==> config.mk <==
export PLATFORM = sky130hd
export DESIGN_NAME = pulse_stretcher
export DESIGN_NICKNAME = d
export VERILOG_FILES = /design/src/rtl/pulse_stretcher.sv
export SDC_FILE = /design/constraint.sdc
export NUM_CORES = 1
export LEC_CHECK = 0
export ABC_AREA = 1
export CAP_MARGIN = 20
export CORE_MARGIN = 8
export CORE_UTILIZATION = 50
export DETAILED_ROUTE_END_ITERATION = 16
export DONT_BUFFER_PORTS = 1
export GPL_ROUTABILITY_DRIVEN = 0
export GPL_TIMING_DRIVEN = 0
export SETUP_SLACK_MARGIN = 0.4
export SLEW_MARGIN = 40
export SYNTH_ARGS = -nofsm -noshare
export SYNTH_HDL_FRONTEND = slang
export SYNTH_SLANG_ARGS = --single-unit
==> constraint.sdc <==
create_clock -name clock -period 3.32 [get_ports clock]
set_clock_uncertainty 0.05 [all_clocks]
set_input_delay 0.664 -clock clock [delete_from_list [all_inputs] [get_ports clock]]
set_output_delay 0.664 -clock clock [all_outputs]
set_load 0.02 [all_outputs]
==> src/rtl/pulse_stretcher.sv <==
// rtl/pulse_stretcher.sv - queued fixed-width pulse stretcher for indicator drive
//
// Turns rising edges of i_pulse into fixed-width high levels on o_level, one
// per event. Events that arrive while a level or its trailing gap is still in
// progress are counted and replayed back to back, GAP_CYCLES apart.
//
// Ports
//   clock       in   1           system clock, rising edge
//   reset       in   1           asynchronous, active-low reset
//   i_pulse     in   1           event input; only 0->1 transitions count
//   o_level     out  1           stretched output level (registered)
//   o_busy      out  1           high while a level or gap is in progress
//   o_pending   out  PEND_WIDTH  queued events not yet output
//   o_overflow  out  1           one-cycle pulse: event dropped, queue full
`timescale 1ns/1ps

module pulse_stretcher #(
  parameter int HIGH_CYCLES = 4,
  parameter int GAP_CYCLES  = 2,
  parameter int QUEUE_DEPTH = 3,
  parameter int PEND_WIDTH  = 2,
  parameter int CNT_WIDTH   = 8
) (
  input  logic                  clock,
  input  logic                  reset,
  input  logic                  i_pulse,
  output logic                  o_level,
  output logic                  o_busy,
  output logic [PEND_WIDTH-1:0] o_pending,
  output logic                  o_overflow
);

  typedef enum logic [1:0] {
    S_IDLE = 2'd0,
    S_HIGH = 2'd1,
    S_GAP  = 2'd2
  } state_t;

  localparam logic [CNT_WIDTH-1:0]  HIGH_LOAD = CNT_WIDTH'(HIGH_CYCLES - 1);
  localparam logic [CNT_WIDTH-1:0]  GAP_LOAD  = CNT_WIDTH'(GAP_CYCLES - 1);
  localparam logic [CNT_WIDTH-1:0]  CNT_ONE   = CNT_WIDTH'(1);
  localparam logic [PEND_WIDTH-1:0] PEND_MAX  = PEND_WIDTH'(QUEUE_DEPTH);
  localparam logic [PEND_WIDTH-1:0] PEND_ONE  = PEND_WIDTH'(1);

  state_t                  state_q, state_d;
  logic [CNT_WIDTH-1:0]    cnt_q, cnt_d;
  logic [PEND_WIDTH-1:0]   pend_q, pend_d;
  logic                    prev_q;
  logic                    level_q, level_d;
  logic                    ovf_q, ovf_d;
  logic                    rise;

  // A held-high input is a single event; prev_q clears on reset so an input
  // that is already high when reset releases still counts once.
  assign rise = i_pulse & ~prev_q;

  always_comb begin
    state_d = state_q;
    cnt_d   = cnt_q;
    pend_d  = pend_q;
    ovf_d   = 1'b0;

    case (state_q)
      S_IDLE: begin
        if (rise) begin
          state_d = S_HIGH;
          cnt_d   = HIGH_LOAD;
        end
      end

      S_HIGH: begin
        if (cnt_q == '0) begin
          state_d = S_GAP;
          cnt_d   = GAP_LOAD;
        end else begin
          cnt_d = cnt_q - CNT_ONE;
        end
        if (rise) begin
          if (pend_q < PEND_MAX) pend_d = pend_q + PEND_ONE;
          else                   ovf_d  = 1'b1;
        end
      end

      S_GAP: begin
        if (cnt_q == '0) begin
          // End of gap: the dequeue frees a slot before a same-edge rise is
          // counted, so a full queue plus a rise here nets to no change.
          if (pend_q != '0) begin
            state_d = S_HIGH;
            cnt_d   = HIGH_LOAD;
            if (!rise) pend_d = pend_q - PEND_ONE;
          end else if (rise) begin
            // Skip the idle cycle: the new event starts immediately.
            state_d = S_HIGH;
            cnt_d   = HIGH_LOAD;
          end else begin
            state_d = S_IDLE;
          end
        end else begin
          cnt_d = cnt_q - CNT_ONE;
          if (rise) begin
            if (pend_q < PEND_MAX) pend_d = pend_q + PEND_ONE;
            else                   ovf_d  = 1'b1;
          end
        end
      end

      default: begin
        state_d = S_IDLE;
        cnt_d   = '0;
        pend_d  = '0;
      end
    endcase
  end

  assign level_d = (state_d == S_HIGH);

  always_ff @(posedge clock or negedge reset) begin
    if (!reset) begin
      state_q <= S_IDLE;
      cnt_q   <= '0;
      pend_q  <= '0;
      prev_q  <= 1'b0;
      level_q <= 1'b0;
      ovf_q   <= 1'b0;
    end else begin
      state_q <= state_d;
      cnt_q   <= cnt_d;
      pend_q  <= pend_d;
      prev_q  <= i_pulse;
      level_q <= level_d;
      ovf_q   <= ovf_d;
    end
  end

  assign o_level    = level_q;
  assign o_busy     = (state_q != S_IDLE);
  assign o_pending  = pend_q;
  assign o_overflow = ovf_q;

endmodule

==> qor.log, run 1 <==
qor: run_status.run_status finished clean
qor: yosys.ys_top_cells_by_area sky130_fd_sc_hd__dfrtp_1 (36%), sky130_fd_sc_hd__nand2_1 (13%), sky130_fd_sc_hd__ha_1 (11%)
qor: yosys.synth_fp_nets 158
qor: global_routing.globalRoute.totalOverflow 0
qor: hold_path.worst_hold_startpoint i_pulse
qor: drt.dr_total_vias 886
qor: clocking.cts_root_buf sky130_fd_sc_hd__clkbuf_4
qor: clocking.cts-htree-levels 1
qor: yosys.avgSynthCellArea 7.20 um2
qor: drt.drt_iter0_markers 33
qor: yosys.yosysMostFrequentCell sky130_fd_sc_hd__nand2_1
qor: final_layout.nets 164
qor: hold_path.holdPathStages 0
qor: worst_setup_path.max_stage_delay 0.43 ns
qor: worst_setup_path.critical_path.reg2reg.startpoint state_q[0]$_DFF_PN0_
qor: yosys.synthTopCellsByCount sky130_fd_sc_hd__nand2_1 (35), sky130_fd_sc_hd__inv_1 (23), sky130_fd_sc_hd__nand3_1 (19)
qor: timing.timing_hold_violations_final 0
qor: hold_path.hold_class in -> reg
qor: final_layout.layout_cell_share_with_drive_strength_beyond_1 0.0662
qor: timing.final_max_slew_viol_count 0
qor: yosys.synth_largest_type_area_fraction 0.357
qor: worst_setup_path.cpMaxStageDelayCell sky130_fd_sc_hd__dfrtp_1
qor: floorplanning.die_height 61.8 um
qor: floorplanning.floorplan.core_area 1980 um2
qor: yosys.number_of_different_library_cells_in_the_post_synthesis_netlist 20
qor: drt.drc_errors 0
qor: final_layout.final.fill_count 198
qor: worst_setup_path.setup.reg_to_reg.worst_slack 1.55 ns
qor: floorplanning.fp-row-count 16
qor: worst_setup_path.timing.reg2reg.worst_path_depth 8
qor: yosys.synthArstFlopShare 1.00
qor: worst_setup_path.worstPathBufferInverterCount 3
qor: yosys.synth-seq-cells 15
qor: yosys.synth_top_area_cell sky130_fd_sc_hd__dfrtp_1
qor: global_routing.grt_start_max_net_pins 16
qor: timing.worst_slew_slack_as_a_fraction_of_its_limit 0.545
qor: global_routing.gr-usage-all-layers 0.131
qor: worst_setup_path.reg2reg_to o_pending[0]$_DFFE_PN0P_
qor: clocking.cts_tree yes
qor: yosys.synth.yosys.seq_area_share 0.357
qor: worst_setup_path.critical_path_required 2.61 ns
qor: worst_setup_path.setup.worst_path.end_class output pin
qor: global_routing.antenna_found_initial 0
qor: timing.finalSetupTns 0 ns
qor: worst_setup_path.cp_data_arrival_time 1.59 ns
qor: global_routing.via_count_of_the_first_global_routing_pass 838
qor: placement.post_dp_cell_area 1080 um2
qor: timing.rsz_0062_raised_after_global_routing no
qor: clocking.clock_insertion_delay_worst_skew 0.28 ns
qor: worst_setup_path.start_kind flip-flop
qor: job.max_cap_check_violation_count 0
qor: clocking.clk_transition_reported_paths 0.09 ns
qor: final_layout.finalNonFillerCells 178
qor: clocking.cts_max_path_buffers 2
qor: drt.antenna_left 0
qor: placement.portBuffers 0
qor: worst_setup_path.critical-path-top-cell-by-count sky130_fd_sc_hd__inv_1
qor: timing.final_cycle_share 0.695
qor: yosys.synthesis.instances 146
qor: worst_setup_path.worstSetupPathType reg -> out
qor: timing.timing_worst_slew_pin_value 0.681 ns
qor: final_layout.final_area 1120 um2
qor: drt.postRouteWirelength 2110 um
qor: hold_path.min_to prev_q$_DFF_PN0_
qor: final_layout.antenna-diode-count 0
qor: worst_setup_path.crit_path_max_fanout 10
qor: power.p_leak 0.620 nW
qor: drt.wl_per_cell 11.8 um
qor: power.power.density_cell_area 307 nW/um2
qor: yosys.yosysWarnings 0
qor: worst_setup_path.setup.worst_path.start state_q[0]$_DFF_PN0_
qor: timing.post-route-min-period 2.31 ns
qor: clocking.cts.sinks 15
qor: timing.setup_viol_count_final 0
qor: global_routing.grt_first_pass_wirelength 3710 um
qor: yosys.synth_ff_type sky130_fd_sc_hd__dfrtp_1
qor: drt.avgViaCountPerCell 4.98
qor: power.ir_drop 0.351 mV
qor: yosys.syn_area 1050 um2
qor: final_layout.layout-area-overhead-vs-synth 6.67%
qor: yosys.number_of_synthesized_flops_with_an_enable_pin 0
qor: floorplanning.total_i_o_pin_count 8
qor: worst_setup_path.cp_top_family buffers and inverters
qor: worst_setup_path.path_cells inv_1, ha_1, clkbuf_1, inv_1
qor: drt.detail_route.first_pass.iterations 4
qor: power.p_total 0.344 mW
qor: clocking.cts_buffers 3
qor: timing.whs 0.354 ns
qor: placement.dp_cells 173
qor: placement.detailed_place_hpwl 1660 um
qor: clocking.cts_resized 0
qor: floorplanning.die_area 3820 um2
qor: timing.fmax 433 MHz
qor: floorplanning.die_x 61.8 um
qor: floorplanning.start_util 0.530
repair_timing:
item / in CTS / in global routing
setup buffers: 0 / 0
endpoints found under the hold margin: 0 / 15
hold buffers: 0 / 1
power by group:
part	total (mW)	internal (mW)	switching, mW
Clock	0.103	0.0467	0.0566
Combinational	0.0363	0.0128	0.0235
Sequential	0.205	0.189	0.0160
Total	0.344	0.248	0.0961
worst max path at each step:
stage          depth (start not counted)  slack (ns)      to
2_1_floorplan                          4        1.53  o_busy
3_3_place_gp                           4        1.31  o_busy
3_5_place_dp                           4        1.31  o_busy
4_1_cts                                4        0.98  o_busy
5_1_grt                                4        0.89  o_busy
6_report                               4        1.01  o_busy
flip-flops by register name, indices dropped and copies added, names as in the netlist:
name / count
o_pending: 2
o_overflow: 1
prev_q: 1
state_q: 2
cnt_q: 8
o_level: 1
placed cells by master, fill, tap and decap left out, drive strengths merged:
| master | Yosys | final |
|---|---|---|
| o21ai | 9 | 9 |
| dfrtp | 15 | 15 |
| nand4 | 1 | 1 |
| nor2 | 14 | 14 |
| a211oi | 1 | 1 |
| clkbuf | 2 | 6 |
| nand2 | 38 | 38 |
| nand3 | 19 | 19 |
| ha | 9 | 9 |
| inv | 23 | 23 |
| a21oi | 10 | 10 |
| buf | 1 | 1 |
| dlygate4sd3 | 0 | 1 |
| xor2 | 3 | 3 |
| or2 | 1 | 1 |
stage by stage:
stage	util	worst slack, ns
6_report	0.566	1.01
5_1_grt	0.566	0.890
4_1_cts	0.561	0.979
3_5_place_dp	0.547	1.31
3_3_place_gp	0.547	1.31
2_1_floorplan	-	1.53
cell type report:
cell class / instances / area, um2 / area share
Clock buffer: 4 / 26.3 / 0.0234
Timing Repair Buffer: 1 / 10.0 / 0.00893
Multi-Input combinational cell: 105 / 578 / 0.516
Inverter: 23 / 86.3 / 0.0770
Tap cell: 27 / 33.8 / 0.0301
Sequential cell: 15 / 375 / 0.335
Buffer: 3 / 11.3 / 0.0100
cell families after synthesis:
kind of cell,count (synthesis),share of synthesized area
and+or+nand+nor,73,0.313
AOI/OAI and AO/OA,20,0.105
buffers and inverters,26,0.0929
xor gates and xnor gates,3,0.0250
DFF,15,0.357
adders and majority gates,9,0.107
layer usage:
layer | wire [um] | track usage | vias up
li1 | - | - | 471
met1 | 978 | 0.154 | 401
met2 | 1020 | 0.219 | 9
met3 | 71 | 0.0288 | 5
met4 | 40 | 0.0682 | 0
met5 | 0 | 0 | -
(Power assumes the default switching activity.)
==> run 2: changes to the inputs <==
Settings changed: PLACE_DENSITY from default to 0.68.
Clock period 3.32 ns to 1.9 ns, I/O delays scaled along.
==> run 2 against run 1 <==
First-iteration DRC count rose by 39%. Critical path type unchanged. Sequential cell count did not move. Worst setup slack got worse by 0.63 ns. Non-clock buffer count rose by 8. Register-to-register slack got worse by 1.2 ns. Utilization rose by 9.5 points. Clock power rose by 81%. Power rose by 82%.
==> qor.log, run 2 (synthesis gave the netlist of run 1 again) <==
qor: timing.worst_slew_slack_as_a_fraction_of_its_limit 0.529
qor: timing.post-route-min-period 1.52 ns
qor: final_layout.layout_cell_share_with_drive_strength_beyond_1 0.281
qor: power.p_total 0.626 mW
qor: global_routing.grt_start_max_net_pins 16
qor: timing.timing_hold_violations_final 0
qor: worst_setup_path.timing.reg2reg.worst_path_depth 9
qor: worst_setup_path.critical_path.reg2reg.startpoint cnt_q[0]$_DFF_PN0_
qor: power.ir_drop 0.374 mV
qor: power.power.density_cell_area 478 nW/um2
qor: drt.wl_per_cell 13.6 um
qor: drt.postRouteWirelength 2550 um
qor: global_routing.grt_first_pass_wirelength 3990 um
qor: hold_path.worst_hold_startpoint i_pulse
qor: floorplanning.fp-row-count 16
qor: placement.detailed_place_hpwl 1620 um
qor: hold_path.min_to prev_q$_DFF_PN0_
qor: final_layout.utilization 0.661
qor: clocking.cts.sinks 15
qor: clocking.cts-htree-levels 1
qor: clocking.cts_tree yes
qor: timing.finalSetupTns 0 ns
qor: timing.final_max_slew_viol_count 0
qor: final_layout.final_area 1310 um2
qor: power.p_clk_frac 0.297
qor: floorplanning.total_i_o_pin_count 8
qor: power.power.combinational.fraction 0.127
qor: timing.fmax 657 MHz
qor: run_status.run_status finished clean
qor: drt.avgViaCountPerCell 5.37
qor: global_routing.antenna_found_initial 0
qor: final_layout.antenna-diode-count 0
qor: global_routing.globalRoute.totalOverflow 0
qor: clocking.cts_max_path_buffers 2
qor: placement.portBuffers 0
qor: final_layout.nets 173
qor: worst_setup_path.setup.worst_path.end_class output pin
qor: worst_setup_path.crit_path_max_fanout 3
qor: final_layout.largest_reg_flops 8
qor: drt.drt_iter0_markers 46
qor: drt.detail_route.first_pass.iterations 5
qor: timing.timing_worst_slew_pin_value 0.704 ns
qor: floorplanning.start_util 0.530
qor: global_routing.gr-usage-all-layers 0.140
qor: drt.antenna_left 0
qor: worst_setup_path.reg2reg_to o_pending[1]$_DFFE_PN0P_
qor: floorplanning.die_height 61.8 um
qor: clocking.cts_root_buf sky130_fd_sc_hd__clkbuf_4
qor: global_routing.via_count_of_the_first_global_routing_pass 955
qor: hold_path.hold_class in -> reg
qor: clocking.clock_insertion_delay_worst_skew 0.29 ns
qor: floorplanning.floorplan.core_area 1980 um2
qor: worst_setup_path.setup.reg_to_reg.worst_slack 0.40 ns
qor: clocking.clk_transition_reported_paths 0.10 ns
qor: timing.final_cycle_share 0.801
qor: worst_setup_path.worstSetupPathType reg -> out
qor: floorplanning.die_x 61.8 um
qor: power.p_leak 0.680 nW
qor: final_layout.largest-register cnt_q
qor: worst_setup_path.start_kind flip-flop
qor: worst_setup_path.cp_data_arrival_time 1.09 ns
qor: drt.drc_errors 0
qor: job.max_cap_check_violation_count 0
qor: clocking.cts_buffers 3
qor: placement.post_dp_cell_area 1090 um2
qor: power.power.net_switching 0.184 mW
qor: power.share_seq_of_total_power 0.576
qor: final_layout.mostFrequentLayoutCell sky130_fd_sc_hd__nand2_1
qor: worst_setup_path.critical_path_required 1.47 ns
qor: placement.dp_cells 173
qor: final_layout.layout-area-overhead-vs-synth 24.6%
qor: timing.rsz_0062_raised_after_global_routing yes
qor: power.power.internal 0.441 mW
qor: timing.setup_viol_count_final 0
qor: drt.dr_total_vias 1004
qor: final_layout.final_cell_mix sky130_fd_sc_hd__nand2_1 (33), sky130_fd_sc_hd__nand3_1 (19), sky130_fd_sc_hd__inv_1 (13), sky130_fd_sc_hd__dfrtp_1 (13), sky130_fd_sc_hd__nor2_1 (10)
qor: floorplanning.die_area 3820 um2
qor: power.power_switching_share 0.295
qor: final_layout.finalNonFillerCells 187
qor: hold_path.holdPathStages 0
run 2: cell count changes in the layout (fill, tap and decap cells not counted), moves of 2 or more:
cell / before / now
sky130_fd_sc_hd__inv_1: 23 / 13
sky130_fd_sc_hd__inv_2: 0 / 9
sky130_fd_sc_hd__buf_4: 0 / 8
sky130_fd_sc_hd__ha_1: 9 / 4
sky130_fd_sc_hd__ha_4: 0 / 4
sky130_fd_sc_hd__clkbuf_1: 3 / 1
sky130_fd_sc_hd__clkbuf_2: 0 / 2
sky130_fd_sc_hd__dfrtp_1: 15 / 13
sky130_fd_sc_hd__dfrtp_2: 0 / 2
sky130_fd_sc_hd__nand2_1: 35 / 33
sky130_fd_sc_hd__nand2_4: 0 / 2
sky130_fd_sc_hd__nor2_1: 12 / 10
sky130_fd_sc_hd__nor2_4: 0 / 2
run 2: critical path: stages, from the launching register on:
cell and delay (ns):
sky130_fd_sc_hd__dfrtp_1 0.40, sky130_fd_sc_hd__inv_2 0.12, sky130_fd_sc_hd__ha_4 0.15, sky130_fd_sc_hd__buf_8 0.11, sky130_fd_sc_hd__inv_8 0.04
run 2: stage by stage:
step | setup WS [ns] | hold slack (ns)
final | 0.379 | 0.0580
after global routing | 0.325 | 0.0406
after CTS | 0.347 | 0.0515
after detailed placement | 0.253 | 0.0349
after global placement | 0.291 | 0.0348
after floorplan | 0.477 | 0.0344
run 2: power groups by stage:
| stage | Clock, mW | Combinational [mW] | Sequential [mW] |
|---|---|---|---|
| after floorplan | 0 | 0.0469 | 0.359 |
| after global placement | 0 | 0.0555 | 0.364 |
| after detailed placement | 0 | 0.0570 | 0.364 |
| after CTS | 0.193 | 0.0663 | 0.360 |
| after global routing | 0.207 | 0.0955 | 0.362 |
| final | 0.186 | 0.0794 | 0.360 |
run 2: final cells by class:
cell class                      count  area [um2]
Multi-Input combinational cell    106         683
Timing Repair Buffer                9        70.1
Clock buffer                        4        26.3
Inverter                           23        93.8
Fill cell                         156         672
Buffer                              3        25.0
Sequential cell                    15         378
Tap cell                           27        33.8
run 2: how the worst max path moves through the flow:
stage                         start                  endpoint  slack, ns  depth (start not counted)
2_1_floorplan  state_q[0]$_DFF_PN0_  o_pending[0]$_DFFE_PN0P_       0.48                          8
3_3_place_gp   state_q[0]$_DFF_PN0_  o_pending[0]$_DFFE_PN0P_       0.29                          8
3_5_place_dp   state_q[0]$_DFF_PN0_  o_pending[1]$_DFFE_PN0P_       0.25                          8
4_1_cts        state_q[0]$_DFF_PN0_                    o_busy       0.35                          4
5_1_grt          cnt_q[0]$_DFF_PN0_  o_pending[1]$_DFFE_PN0P_       0.33                          9
6_report       state_q[0]$_DFF_PN0_                    o_busy       0.38                          4
run 2: per-layer routing:
layer,part of all wire,global-route usage
met1,0.43,0.159
met2,0.53,0.250
met3,0.036,0.0247
met4,0.0082,0.0584
met5,0,0
run 2: what timing repair did:
action                                  in CTS  in global routing
endpoints found under the setup margin      12                 13
gates resized for setup                     17                 24
gates cloned                                 1                  0
hold buffers                                 1                  0
hold endpoints to repair                    15                  0
pin swaps                                    1                  3
buffers inserted                             4                  4
==> run 3: changes to the inputs <==
Settings changed: PLACE_DENSITY 0.68 to default.
Clock period 1.9 ns to 1.5 ns, I/O delays scaled along.
==> run 3 against run 2 <==
Worst setup slack worse by 0.36 ns. Via count up 7.0%. Register-to-register slack worse by 0.37 ns. Sequential share of layout area down 5.1 points. Critical path depth unchanged. Utilization up 15 points. Clock power up 35%. Power up 32%. Non-clock buffer count up 12. Final cell count up 5.9%. Critical path type unchanged. Critical endpoint unchanged.
==> qor.log, run 3 (synthesis gave the netlist of run 1 again) <==
qor: run_status.run_status finished clean
qor: final_layout.final_cell_mix sky130_fd_sc_hd__nand2_1 (27), sky130_fd_sc_hd__nand3_1 (13), sky130_fd_sc_hd__buf_4 (11)
qor: timing.timing_worst_slew_pin_value 0.366 ns
qor: final_layout.mostFrequentLayoutCell sky130_fd_sc_hd__nand2_1
qor: worst_setup_path.timing.reg2reg.worst_path_depth 9
qor: global_routing.gr-usage-all-layers 0.153
qor: worst_setup_path.setup.worst_path.end_class output pin
qor: power.p_total 0.828 mW
qor: global_routing.met1_usage 0.186
qor: floorplanning.die_x 61.8 um
qor: worst_setup_path.critical_path_required 1.15 ns
qor: placement.detailed_place_hpwl 1730 um
qor: power.p_leak 0.803 nW
qor: hold_path.holdPathStages 4
qor: floorplanning.fp-row-count 16
qor: floorplanning.start_util 0.530
qor: final_layout.nets 184
qor: clocking.cts_buffers 3
qor: global_routing.grt_first_pass_wirelength 4310 um
qor: worst_setup_path.cp_data_arrival_time 1.13 ns
qor: global_routing.via_count_of_the_first_global_routing_pass 953
qor: worst_setup_path.max_stage_delay 0.40 ns
qor: global_routing.gr-usage-met2 0.248
qor: timing.worst_slack 0.0222 ns
qor: final_layout.layout_cell_share_with_drive_strength_beyond_1 0.503
qor: timing.post-route-min-period 1.48 ns
qor: worst_setup_path.cpMaxStageDelayCell sky130_fd_sc_hd__dfrtp_2
qor: global_routing.grt_most_used_layer met2
qor: timing.final_cycle_share 0.985
qor: timing.final_max_slew_viol_count 0
qor: job.max_cap_check_violation_count 0
qor: final_layout.antenna-diode-count 0
qor: drt.antenna_left 0
qor: global_routing.globalRoute.totalOverflow 0
qor: floorplanning.floorplan.core_area 1980 um2
qor: clocking.clock_insertion_delay_worst_skew 0.30 ns
qor: clocking.cts_tree yes
qor: floorplanning.die_height 61.8 um
qor: timing.setup_viol_count_final 0
qor: drt.drt_iter0_markers 40
qor: placement.portBuffers 0
qor: hold_path.hold_class in -> reg
qor: drt.dr_total_vias 1074
qor: global_routing.antenna_found_initial 0
qor: power.power.density_cell_area 515 nW/um2
qor: worst_setup_path.worstSetupPathType reg -> out
qor: drt.detail_route.first_pass.iterations 5
qor: drt.postRouteWirelength 3030 um
qor: clocking.clk_transition_reported_paths 0.10 ns
qor: floorplanning.die_area 3820 um2
qor: clocking.cts_root_buf sky130_fd_sc_hd__clkbuf_4
qor: worst_setup_path.start_kind flip-flop
qor: drt.drc_errors 0
qor: final_layout.final.fill_count 127
qor: worst_setup_path.crit_path_max_fanout 3
qor: worst_setup_path.path_cells inv_4, ha_4, clkbuf_16, inv_8
qor: timing.timing_hold_violations_final 0
qor: clocking.cts.sinks 15
qor: global_routing.grt_start_max_net_pins 16
qor: placement.preCtsSetupSlack -0.0205 ns
qor: timing.worst_slew_slack_as_a_fraction_of_its_limit 0.756
qor: final_layout.largest_reg_flops 8
qor: final_layout.largest-register cnt_q
qor: timing.fmax 677 MHz
qor: clocking.cts_max_path_buffers 2
qor: floorplanning.total_i_o_pin_count 8
qor: clocking.cts-htree-levels 1
qor: final_layout.layout-area-overhead-vs-synth 53.0%
qor: power.ir_drop 0.591 mV
qor: drt.wl_per_cell 15.3 um
qor: timing.rsz_0062_raised_after_global_routing yes
qor: global_routing.use_met3 0.0288
qor: drt.avgViaCountPerCell 5.42
-- run 3: changes by cell type in the layout (fill, tap and decap cells not counted), sizes merged --
cell         before  now
buf               9   20
dlygate4sd3       1    2
nor2             15   14
-- run 3: report_power, final --
part,switching [mW],internal (mW),total (mW)
registers,0.0364,0.420,0.457
clock network,0.148,0.104,0.252
logic,0.0733,0.0457,0.119
-- run 3: path summary, 6_finish.rpt --
path | start | to | slack (ns)
max in group asynchronous | reset | o_level$_DFF_PN0_ | 0.69
worst min register to register | cnt_q[4]$_DFF_PN0_ | cnt_q[4]$_DFF_PN0_ | 0.58
worst max-delay path | state_q[1]$_DFF_PN0_ | o_busy | 0.02
min in group asynchronous | reset | cnt_q[3]$_DFF_PN0_ | 0.41
worst max register to register | cnt_q[3]$_DFF_PN0_ | cnt_q[1]$_DFF_PN0_ | 0.03
worst min-delay path | i_pulse | o_overflow$_DFF_PN0_ | 0.36
-- run 3: final cells by class --
type | instances | area, um2 | share of cell area
timing repair buffer | 21 | 186 | 0.116
sequential | 15 | 382 | 0.237
clock buffer | 4 | 26.3 | 0.0163
buffer | 3 | 35.0 | 0.0218
multi-input combinational | 105 | 836 | 0.520
tap | 27 | 33.8 | 0.0210
inverter | 23 | 109 | 0.0677
-- run 3: critical path: cells and delay by family, from the launching register on --
| kind | cells | cell delay (ns) |
|---|---|---|
| fa+ha+maj | 1 | 0.15 |
| buf+inv | 3 | 0.27 |
| flops | 1 | 0.40 |
-- run 3: routing by layer --
metal | vias to the layer above | routed length (um)
met5 | - | 0
met2 | 32 | 1560
met1 | 511 | 1240
li1 | 514 | -
met3 | 17 | 129
met4 | 0 | 95
-- run 3: per-stage QoR --
stage          cells  hold WS, ns  utilization  setup TNS, ns  cell area [um2]
2_1_floorplan    146      -0.0456            -              0             1130
3_3_place_gp     173      -0.0451        0.588              0             1170
3_5_place_dp     173      -0.0451        0.588        -0.0315             1170
4_1_cts          190        0.329        0.693              0             1370
5_1_grt          198        0.391        0.811         -0.200             1610
6_report         198        0.358        0.811              0             1610
-- run 3: repair_timing --
item                                   CTS  global route
cloned                                   0             0
endpoints found under the hold margin   16            15
hold buffers                             2             1
pin swaps                                5            16
buffers inserted                        11             7
setup endpoints to repair               18            19
resized for setup                       21            48
